[config.mk]
export PLATFORM = sky130hd
export DESIGN_NAME = pool_row_packer
export DESIGN_NICKNAME = d
export VERILOG_FILES = /design/src/rtl/pool_row_packer.sv
export SDC_FILE = /design/constraint.sdc
export NUM_CORES = 1
export LEC_CHECK = 0
export CAP_MARGIN = 20
export CORE_ASPECT_RATIO = 1.25
export CORE_UTILIZATION = 35
export CTS_CLUSTER_SIZE = 8
export DETAILED_ROUTE_END_ITERATION = 6
export PLACE_DENSITY = 0.56
export SKIP_LAST_GASP = 1
export SYNTH_ARGS = -nofsm -noshare
export SYNTH_HDL_FRONTEND = slang
export SYNTH_SLANG_ARGS = --single-unit
[constraint.sdc]
create_clock -name clk -period 13.1 [get_ports clk]
set_input_delay 2.62 -clock clk [delete_from_list [all_inputs] [get_ports clk]]
set_output_delay 2.62 -clock clk [all_outputs]
set_load 0.005 [all_outputs]
[src/rtl/pool_row_packer.sv]
// Packs pooled bytes into 32-bit words and queues them in a FWFT FIFO on a valid/ready stream.
// Optional POOL_PACKER_STATS_EN adds word_count (words popped) and drop_count (words dropped) ports.
module pool_row_packer #(
  parameter int unsigned FIFO_DEPTH = 8,
  parameter logic [7:0]  PAD_BYTE   = 8'h00
) (
  input  logic                          clk,
  input  logic                          master_rst,
  input  logic                          ce,
  input  logic [7:0]                    pool_data,
  input  logic                          pool_valid,
  input  logic                          pool_end,
  output logic [31:0]                   m_data,
  output logic [3:0]                    m_keep,
  output logic                          m_last,
  output logic                          m_valid,
  input  logic                          m_ready,
  output logic [$clog2(FIFO_DEPTH):0]   fifo_level,
  output logic                          overflow
`ifdef POOL_PACKER_STATS_EN
  ,
  output logic [15:0]                   word_count,
  output logic [7:0]                    drop_count
`endif
);

  localparam int unsigned AW = $clog2(FIFO_DEPTH);
  localparam int unsigned LW = AW + 1;
  localparam logic [LW-1:0] FULL_LEVEL = LW'(FIFO_DEPTH);

  typedef struct packed {
    logic        last;
    logic [3:0]  keep;
    logic [31:0] data;
  } word_t;

  word_t          mem [FIFO_DEPTH];
  logic [1:0]     byte_idx;
  logic [31:0]    asm_q;
  logic [AW-1:0]  wr_ptr;
  logic [AW-1:0]  rd_ptr;
  logic [LW-1:0]  level;
  logic           take;
  logic           flush;
  logic           push;
  logic           pop;
  logic           full;
  logic           wr_en;
  logic           drop;
  word_t          push_word;

  always_comb begin
    take  = ce & pool_valid;
    flush = ce & pool_end;
    push  = (take && byte_idx == 2'd3) || flush;

    // Assembly register already holds PAD_BYTE in unfilled lanes, so only the incoming byte is merged.
    push_word.data = asm_q;
    for (int unsigned i = 0; i < 4; i++) begin
      if (take && byte_idx == 2'(i)) begin
        push_word.data[8*i +: 8] = pool_data;
      end
    end

    unique case ({take, byte_idx})
      3'b100:  push_word.keep = 4'b0001;
      3'b101:  push_word.keep = 4'b0011;
      3'b110:  push_word.keep = 4'b0111;
      3'b111:  push_word.keep = 4'b1111;
      3'b000:  push_word.keep = 4'b0000;
      3'b001:  push_word.keep = 4'b0001;
      3'b010:  push_word.keep = 4'b0011;
      default: push_word.keep = 4'b0111;
    endcase
    push_word.last = flush;
  end

  always_ff @(posedge clk) begin
    if (!master_rst) begin
      byte_idx <= '0;
      asm_q    <= {4{PAD_BYTE}};
    end else if (push) begin
      byte_idx <= '0;
      asm_q    <= {4{PAD_BYTE}};
    end else if (take) begin
      byte_idx <= byte_idx + 2'd1;
      asm_q    <= push_word.data;
    end
  end

  always_comb begin
    full    = (level == FULL_LEVEL);
    m_valid = (level != '0);
    pop     = m_valid & m_ready;
    wr_en   = push & (~full | pop);
    drop    = push & full & ~pop;
  end

  always_ff @(posedge clk) begin
    if (!master_rst) begin
      wr_ptr   <= '0;
      rd_ptr   <= '0;
      level    <= '0;
      overflow <= 1'b0;
    end else begin
      if (wr_en) wr_ptr <= wr_ptr + 1'b1;
      if (pop)   rd_ptr <= rd_ptr + 1'b1;
      if (drop)  overflow <= 1'b1;
      unique case ({wr_en, pop})
        2'b10:   level <= level + 1'b1;
        2'b01:   level <= level - 1'b1;
        default: level <= level;
      endcase
    end
  end

  always_ff @(posedge clk) begin
    if (wr_en) mem[wr_ptr] <= push_word;
  end

  always_comb begin
    fifo_level = level;
    if (m_valid) begin
      m_data = mem[rd_ptr].data;
      m_keep = mem[rd_ptr].keep;
      m_last = mem[rd_ptr].last;
    end else begin
      m_data = '0;
      m_keep = '0;
      m_last = 1'b0;
    end
  end

`ifdef POOL_PACKER_STATS_EN
  always_ff @(posedge clk) begin
    if (!master_rst) begin
      word_count <= '0;
      drop_count <= '0;
    end else begin
      if (pop) word_count <= word_count + 16'd1;
      if (drop && drop_count != '1) drop_count <= drop_count + 8'd1;
    end
  end
`endif

endmodule

**Word level (Yosys, flattened, before mapping)**

Memories as Yosys holds them, arrays and structs flattened. A register that Yosys moved wholly into a read port is not among the register bits.
Cells that the tools add are included.

- Register bits after elaboration: 45
- Bits in writable memories: 296
- Input bits: 14
- Memories kept: 1

Memory list:

| memory | words | width | rd ports | clocked after memory_dff | write ports | line | source |
|---|---|---|---|---|---|---|---|
| mem | 8 | 37 | 1 | 1 | 1 | 37 | `word_t mem [FIFO_DEPTH];` |

- Add/sub/neg operators: 5
- Eq/ne operators: 11
- Mux-type cells: 13
- Bitwise gates (word level): 10
- Reduce and logical (&&, ||, !) cells: 12

Operators with widths:

| kind | count |
|---|---|
| 2-to-1 mux 32 bit | 1 |
| 2-to-1 mux 8 bit | 4 |
| case mux 4 bit (4 select lines) | 1 |
| == test 3 bit, second input constant | 3 |
| case mux 4 bit (2 select lines) | 1 |
| adder 3 x 1 -> 3 bit, second input constant | 2 |
| AND 1 bit | 6 |
| == test 2 bit, second input constant | 3 |
| 2-to-1 mux 3 bit | 2 |
| OR reduction 2 bit | 3 |
| adder 4 x 1 -> 4 bit, second input constant | 1 |
| == test 2 x 1 -> 1 bit, second input constant | 2 |
| == test 4 bit, second input constant | 1 |
| logical AND 1 bit | 4 |
| 2-to-1 mux 4 bit | 1 |
| nonzero test 4 bit | 1 |
| subtractor 4 x 1 -> 4 bit, second input constant | 1 |
| == test 3 x 1 -> 1 bit, second input constant | 1 |
| == test 3 x 2 -> 1 bit, second input constant | 1 |
| logical NOT 3 bit | 1 |
| 2-to-1 mux 1 bit | 3 |
| NOT 1 bit | 3 |
| adder 2 x 1 -> 2 bit, second input constant | 1 |
| logical NOT 2 bit | 1 |
| 3 further kinds | 3 |

**Depth between registers and ports, before layout**

Gate-level depths: netlist (run 1).

- Depth in word-level cells: 6
- Depth in mapped cells: 10
- Gate-level depth less buffers: 9

**Worst setup path after synthesis (run 1)**

Ideal clock, no wire load.

- Kind: input-to-reg
- Start point: in m_ready
- End point: mem mem[0][0] in the netlist's numbering, enable pin
- Library setup time: 524 ps
- Arrival: 6624 ps
- Data required time: 12576 ps
- Slack: 5952 ps
- Stages: 3
- Buffers on the path: 1
- Path through: clkbuf_1 > o311ai_4 > nor4_1

- Word-level cells in the longest chain between the ends: 5

RTL lines:

| item | line | source |
|---|---|---|
| from (decl) | 17 | `input logic m_ready,` |
| AND 1 bit | 94 | `pop = m_valid & m_ready;` |
| OR 1 bit | 95 | `wr_en = push & (~full \| pop);` |
| AND 1 bit | 95 |  |
| 2-to-1 mux 1 bit | 118 | `if (wr_en) mem[wr_ptr] <= push_word;` |
| 2-to-1 mux 1 bit (implied by the code) | 118 |  |
| to (decl) | 37 |  |

No other way between the ends.

==> results of run 1 <==
==> sequential cells by signal, summed over array words and instances, names as in the netlist, named ones only <==
signal,cells
mem,296
asm_q,32
fifo_level,4
rd_ptr,3
wr_ptr,3
byte_idx,2
overflow,1
==> through the flow <==
stage,util,instances
finish,0.425,1295
CTS,0.425,1295
global placement,0.388,1205
global route,0.425,1295
floorplan,-,684
detailed placement,0.388,1205
==> area by class of cell <==
cell class / count / area, µm²
fillers: 3231 / 21500
repair buffers: 69 / 658
flip-flops and latches: 344 / 9860
inverters: 5 / 18.8
clock buffers: 88 / 1370
well taps: 486 / 608
clock inverters: 2 / 17.5
multi-input cells: 301 / 3400
==> worst paths after layout <==
check / startpoint / endpoint / cells past startpoint / slack (ps)
max: register / m_keep[3] / 5 / 6950
min: overflow$_SDFFE_PN0P_ / overflow$_SDFFE_PN0P_ / 2 / 500
min reg2reg: overflow$_SDFFE_PN0P_ / overflow$_SDFFE_PN0P_ / 2 / 500
max reg2reg: byte_idx[0]$_SDFFE_PP0P_ / mem[4][3]$_DFFE_PP_ / 6 / 10340
==> critical path: cells and delay by family (launching register included) <==
kind / cells / cell delay (ps)
buffers and inverters: 2 / 1330
DFF: 1 / 730
muxes: 2 / 850
and+or+nand+nor: 1 / 80
==> Yosys cell counts (7+ instances only) <==
cell type / number
sky130_fd_sc_hd__nor3_1: 7
sky130_fd_sc_hd__nand2_1: 15
sky130_fd_sc_hd__nor2_1: 46
sky130_fd_sc_hd__and3_1: 9
sky130_fd_sc_hd__edfxtp_1: 296
sky130_fd_sc_hd__mux4_2: 74
sky130_fd_sc_hd__mux2_2: 32
sky130_fd_sc_hd__dfxtp_1: 48
sky130_fd_sc_hd__clkbuf_1: 12
sky130_fd_sc_hd__and2_1: 9
sky130_fd_sc_hd__mux2i_1: 41
sky130_fd_sc_hd__nor2b_1: 26
sky130_fd_sc_hd__buf_2: 16
sky130_fd_sc_hd__ha_1: 7
==> layout by cell type (no fill, tap or decap), types with 2 or more instances in the layout <==
cell type and n:
sky130_fd_sc_hd__mux2_2 32, sky130_fd_sc_hd__edfxtp_1 296, sky130_fd_sc_hd__inv_1 4, sky130_fd_sc_hd__nor3_1 3, sky130_fd_sc_hd__dfxtp_4 2, sky130_fd_sc_hd__clkbuf_16 49, sky130_fd_sc_hd__nor3_2 4, sky130_fd_sc_hd__clkbuf_1 39
sky130_fd_sc_hd__nand2_1 15, sky130_fd_sc_hd__mux2i_1 41, sky130_fd_sc_hd__nand2b_1 4, sky130_fd_sc_hd__mux4_2 74, sky130_fd_sc_hd__dfxtp_1 45, sky130_fd_sc_hd__ha_1 7, sky130_fd_sc_hd__o21ai_1 2, sky130_fd_sc_hd__nor2_4 4
sky130_fd_sc_hd__xnor2_1 4, sky130_fd_sc_hd__and2_1 9, sky130_fd_sc_hd__a21oi_1 3, sky130_fd_sc_hd__a31oi_1 4, sky130_fd_sc_hd__nor2_1 43, sky130_fd_sc_hd__buf_4 13, sky130_fd_sc_hd__nor2b_1 26, sky130_fd_sc_hd__and3_1 9
sky130_fd_sc_hd__inv_6 2, sky130_fd_sc_hd__clkdlybuf4s50_1 56
==> per-layer routing <==
layer | track usage | wire length (µm) | vias up
met3 | 0.0259 | 1240 | 53
li1 | - | - | 2909
met2 | 0.252 | 13900 | 143
met1 | 0.189 | 11600 | 3327
met4 | 0.0543 | 649 | 0
met5 | 0 | 0 | -
==> cell families (layout without fill, tap and decap cells) <==
logic type               Yosys count  in the layout  share of synthesized area
AO/OA/AOI/OAI                     16             16                     0.0100
XOR/XNOR                           5              5                    0.00327
adder cells (fa/ha/maj)            7              7                    0.00655
buffers and inverters             39            164                     0.0130
flip-flops                       344            344                      0.736
multiplexers                     148            148                      0.183
AND/OR/NAND/NOR                  125            125                     0.0474
==> power breakdown <==
part	switching, mW	internal, mW	total [mW]
combinational	0.244	0.303	0.547
sequential	0.0411	1.21	1.25
clock	0.427	0.698	1.12
total	0.712	2.21	2.92
==> impl_results.rst, run 1 <==
.. list-table::
   :header-rows: 1

   * - Metric
     - Value
   * - Clock sink total
     - 344
   * - PD cells
     - 183 mW/mm²
   * - Initial standard-cell utilization of the core
     - 0.357
   * - Final antenna-violating net count
     - 0
   * - IR Drop Worst-Case VDD
     - 0.113 mV
   * - Warning count from the yosys run
     - 0
   * - Final number of max-transition violations
     - 0
   * - Net total in the final layout
     - 790
   * - Summed negative setup slack over all endpoints
     - 0 ps
   * - Max Buffers Root-to-Sink
     - 3
   * - Hold/Removal Path Class
     - register to register
   * - Least-Margin Pin Slew
     - 991 ps
   * - Via count of the first global-routing pass
     - 6982
   * - Post-synth design cell area
     - 0.0134 mm²
   * - Clock tree from TritonCTS
     - built
   * - Number of inserted diodes
     - 0
   * - Crit path setup slack, layout
     - 6950 ps
   * - Post-CTS Setup Bufs
     - 0
   * - Critical Setup Path Class
     - register to output pin
   * - P_leak
     - 5.28 nW
   * - Number of buffers inserted for hold repair after clock tree synthesis
     - 0
   * - Tmin final
     - 6150 ps
   * - Pin count of the biggest net entering global routing
     - 47
   * - Fin crit share
     - 0.470
   * - Nature of the critical path startpoint
     - register
   * - Area share of the largest cell type after synthesis
     - 0.665
   * - Worst-skew pair later-pin latency
     - 540 ps
   * - Placement Setup Slack
     - 7280 ps
   * - Rows
     - 79
   * - Worst hold margin
     - 496 ps
   * - Post-CTS clock slew at the launch and capture registers of the worst setup and hold paths
     - 50 ps
   * - Post-synth top flop
     - sky130_fd_sc_hd__edfxtp_1
   * - # port buffers
     - 56
   * - Placeable core region
     - 0.0375 mm²
   * - Worst-path maximum fanout
     - 46
   * - Delay contributed by the slowest stage of the critical path
     - 850 ps
   * - Post_cts resized
     - 0
   * - Cells along the critical path
     - buf_4 > mux4_2 > mux2i_1 > nor2_1 > clkdlybuf4s50_1
   * - Gate count of the mapped netlist
     - 684
   * - Wire length per cell
     - 21.2 µm
   * - Fmax achieved
     - 0.162 GHz
   * - Capturing element type of the critical path
     - output pin
   * - Post-synthesis area per instance
     - 19.6 µm²
   * - Signed area change from the synthesized netlist to the final layout
     - 19.2%
   * - All-layer global routing usage
     - 0.148
   * - Floorplan die height
     - 221 µm
   * - Number of buffers added by the clock tree synthesis step
     - 48
   * - Final setup vio count
     - 0
   * - Fin area
     - 0.0159 mm²
   * - Overflow left after global routing
     - 0
   * - Ratio of routed vias to standard cells
     - 4.97
   * - Buffer type at the clock tree root
     - sky130_fd_sc_hd__clkbuf_16
   * - Post-detail-place hpwl
     - 14300 µm
   * - Antenna violations before repair
     - 0
   * - Clock skew
     - 14.1 ps
   * - Number of storage elements in the synthesis netlist
     - 344
   * - Detailed-routing iteration count for the pre-antenna-repair pass
     - 4
   * - Via count
     - 6432
   * - Tightest slew margin relative to the limit
     - 0.338
   * - Largest area contributor in the synthesized netlist
     - sky130_fd_sc_hd__edfxtp_1
   * - Portion of the post-synthesis area used by sequential elements
     - 0.736
   * - Share of synthesized flip-flops with an asynchronous set or reset
     - 0
   * - Total count of hold-check failures in the final report
     - 0
   * - Total wire length after detailed routing
     - 27400 µm
   * - Post-place instance area
     - 0.0145 mm²
   * - Die Outline Area
     - 0.0390 mm²
   * - Violation count after the first detailed-routing iteration
     - 336
   * - Synthesized net count
     - 705
   * - Status
     - completed
   * - DRC violation count after routing
     - 0
   * - Distinct cell type count of the synthesized netlist
     - 41
   * - Top-level port count
     - 57
   * - Final Total Pwr
     - 2.92 mW
   * - First-pass GRT wire length
     - 42300 µm
   * - Data arrival time of the critical path
     - 3530 ps
   * - Leading cell types by total area after synthesis
     - sky130_fd_sc_hd__edfxtp_1 (66%), sky130_fd_sc_hd__mux4_2 (12%), sky130_fd_sc_hd__dfxtp_1 (7.2%)
   * - Required @ worst endpoint
     - 10480 ps
   * - Count of flip-flops with a built-in enable after synthesis
     - 296
   * - H-tree lvl count
     - 2
   * - Routability cong.
     - 0.710
   * - Max-capacitance violation count
     - 0
   * - Setup repair after global routing missed its margin
     - no
   * - Chip width
     - 177 µm
   * - Slowest cell on the critical path
     - sky130_fd_sc_hd__buf_4
   * - Share of layout cells above drive strength 1
     - 0.231
Note: power is estimated with default switching activity, not from simulation.
==> run 2, diff against run 1 <==
==> constraint.sdc (replaced) <==
create_clock -name clk -period 5.67 [get_ports clk]
set_input_delay 1.134 -clock clk [delete_from_list [all_inputs] [get_ports clk]]
set_output_delay 1.134 -clock clk [all_outputs]
set_load 0.005 [all_outputs]
==> run 2 against run 1 <==
Net effect: sequential share of layout area hardly changed; worst hold slack better by 0.73 ps; cell count hardly changed; first-iteration DRC count is 9.5% higher; clock-buffer cell count stayed put; non-clock buffer count is 1 higher; register-to-register slack worse by 7700 ps; via count is 0.68% lower; utilization hardly changed; critical path type unchanged; largest power group unchanged.
==> impl_results.rst, run 2 (synthesized netlist as in run 1, its figures left out) <==
.. list-table::
   :header-rows: 1

   * - Metric
     - Value
   * - Most used cells in the layout excluding fill and tap cells
     - sky130_fd_sc_hd__edfxtp_1 (296), sky130_fd_sc_hd__mux4_2 (74), sky130_fd_sc_hd__clkdlybuf4s50_1 (56) (unchanged)
   * - Post_cts resized
     - 0 (unchanged)
   * - Post-detail-place hpwl
     - 15400 µm (was 14300 µm)
   * - Fin crit share
     - 0.728
   * - Final setup vio count
     - 0 (unchanged)
   * - Number of buffer and inverter stages on the critical path
     - 2 (unchanged)
   * - Worst-path maximum fanout
     - 58 (was 46)
   * - Leading cell type in the layout, fill and taps excluded
     - sky130_fd_sc_hd__edfxtp_1 (unchanged)
   * - Placement Setup Slack
     - 1630 ps (was 7280 ps)
   * - All-layer global routing usage
     - 0.145 (was 0.148)
   * - Nature of the critical path startpoint
     - register (unchanged)
   * - Chip width
     - 177 µm (unchanged)
   * - Critical Setup Path Class
     - register to output pin (unchanged)
   * - Total wire length after detailed routing
     - 27000 µm (was 27400 µm)
   * - Final Total Pwr
     - 6.74 mW (was 2.92 mW)
   * - Capturing element type of the critical path
     - output pin (unchanged)
   * - Clock sink total
     - 344 (unchanged)
   * - Number of inserted diodes
     - 0 (unchanged)
   * - First-pass GRT wire length
     - 41500 µm (was 42300 µm)
   * - # port buffers
     - 56 (unchanged)
   * - Summed negative setup slack over all endpoints
     - 0 ps (unchanged)
   * - Worst-skew pair later-pin latency
     - 530 ps (was 540 ps)
   * - Setup repair after global routing missed its margin
     - no (unchanged)
   * - Non-filler instance count after layout
     - 1294 (was 1295)
   * - Final antenna-violating net count
     - 0 (unchanged)
   * - Post-CTS Setup Bufs
     - 0 (unchanged)
   * - IR Drop Worst-Case VDD
     - 0.190 mV (was 0.113 mV)
   * - Tmin final
     - 4130 ps
   * - Via count of the first global-routing pass
     - 6782 (was 6982)
   * - Total count of hold-check failures in the final report
     - 0 (unchanged)
   * - Register with the most flip-flops
     - mem (unchanged)
   * - Violation count after the first detailed-routing iteration
     - 368 (was 336)
   * - Family of cells with the greatest summed delay on the critical path
     - flip-flops (was buffers and inverters)
   * - Top-level port count
     - 57 (unchanged)
   * - H-tree lvl count
     - 2 (unchanged)
   * - Final number of max-transition violations
     - 0 (unchanged)
   * - Post-CTS clock slew at the launch and capture registers of the worst setup and hold paths
     - 50 ps (about the same)
   * - Hold/Removal Path Class
     - register to register (unchanged)
   * - Slowest cell on the critical path
     - sky130_fd_sc_hd__dfxtp_4 (was sky130_fd_sc_hd__buf_4)
   * - Tightest slew margin relative to the limit
     - 0.340 (was 0.338)
   * - Overflow left after global routing
     - 0 (unchanged)
   * - Wire length per cell
     - 20.9 µm (was 21.2 µm)
   * - Ratio of routed vias to standard cells
     - 4.94 (was 4.97)
   * - P_leak
     - 5.28 nW (about the same)
   * - Data arrival time of the critical path
     - 2990 ps (was 3530 ps)
   * - Number of buffers added by the clock tree synthesis step
     - 48 (unchanged)
   * - Routability cong.
     - 0.785 (was 0.710)
   * - Least-Margin Pin Slew
     - 990 ps (was 991 ps)
   * - Status
     - completed (unchanged)
   * - Number of flip-flops under the largest register name
     - 296 (unchanged)
   * - Via count
     - 6388 (was 6432)
   * - Max-capacitance violation count
     - 0 (unchanged)
   * - Required @ worst endpoint
     - 4540 ps (was 10480 ps)
   * - Fmax achieved
     - 0.242 GHz
   * - Max Buffers Root-to-Sink
     - 3 (unchanged)
   * - Initial standard-cell utilization of the core
     - 0.357 (unchanged)
   * - Utilization of the core after routing
     - 0.426 (was 0.425)
   * - Die Outline Area
     - 0.0390 mm² (unchanged)
   * - Detailed-routing iteration count for the pre-antenna-repair pass
     - 4 (unchanged)
   * - Clock skew
     - 14.8 ps (was 14.1 ps)
   * - Placed Cells
     - 1206 (was 1205)
   * - Number of buffers inserted for hold repair after clock tree synthesis
     - 0 (unchanged)
   * - PD cells
     - 423 mW/mm² (was 183 mW/mm²)
   * - Buffer type at the clock tree root
     - sky130_fd_sc_hd__clkbuf_16 (unchanged)
   * - Pin count of the biggest net entering global routing
     - 59 (was 47)
   * - Rows
     - 79 (unchanged)
   * - FILL cells
     - 3215 (was 3231)
   * - Delay contributed by the slowest stage of the critical path
     - 980 ps (was 850 ps)
   * - Crit path setup slack, layout
     - 1540 ps (was 6950 ps)
   * - Clock tree from TritonCTS
     - built (unchanged)
   * - Share of layout cells above drive strength 1
     - 0.230 (was 0.231)
   * - Signed area change from the synthesized netlist to the final layout
     - 19.2% (about the same)
   * - Placeable core region
     - 0.0375 mm² (unchanged)
   * - Cells along the critical path
     - buf_4 > mux4_2 > mux2i_1 > nor2_1 > clkdlybuf4s50_1 (unchanged)
   * - Net total in the final layout
     - 791 (was 790)
   * - Floorplan die height
     - 221 µm (unchanged)
   * - Antenna violations before repair
     - 0 (unchanged)
   * - DRC violation count after routing
     - 0 (unchanged)
## run 2: cell count changes in the layout (fill, tap and decap cells not counted), sizes merged
| cell | change |
|---|---|
| buf | +1 |
| inv | -2 |
## run 2: layer usage
metal  wire length, µm  up-vias  track usage
li1                  -     2890            -
met1             11600     3335        0.184
met2             13900      122        0.250
met3               972       41       0.0235
met4               575        0       0.0517
met5                 0        -            0
## run 2: where the power goes
group	switching (mW)	internal (mW)	total [mW]	leakage, nW
clock network	0.981	1.61	2.59	0.650
logic	0.582	0.712	1.29	1.38
registers	0.0720	2.79	2.86	3.25
## run 2: worst min-delay path, delay by kind of cell, from the launching register on
family,cells,cell delay [ps]
simple gates,1,50
flops,1,310
compound gates,1,90
## run 2: area by class of cell
type                       instances  area, µm²  share of cell area
clock buffer                      88       1370              0.0861
inverter                           5       18.8             0.00118
multi-input combinational        301       3400               0.214
sequential                       344       9860               0.618
tap                              486        608              0.0381
timing repair buffer              70        678              0.0425
## run 2: final timing paths
path | to | cells past startpoint | from | slack [ps]
worst min register to register | register | 2 | rd_ptr[1]$_SDFFE_PN0N_ | 500
worst min-delay path | register | 2 | rd_ptr[1]$_SDFFE_PN0N_ | 500
worst max register to register | mem[7][0]$_DFFE_PP_ | 6 | byte_idx[0]$_SDFFE_PP0P_ | 2650
worst max-delay path | m_data[3] | 5 | register | 1540
## run 2: per-stage QoR
step / hold slack, ps / area (µm²)
2_1_floorplan: 467 / 13400
3_3_place_gp: 476 / 14600
3_5_place_dp: 491 / 14600
4_1_cts: 497 / 15900
5_1_grt: 548 / 15900
6_report: 497 / 15900
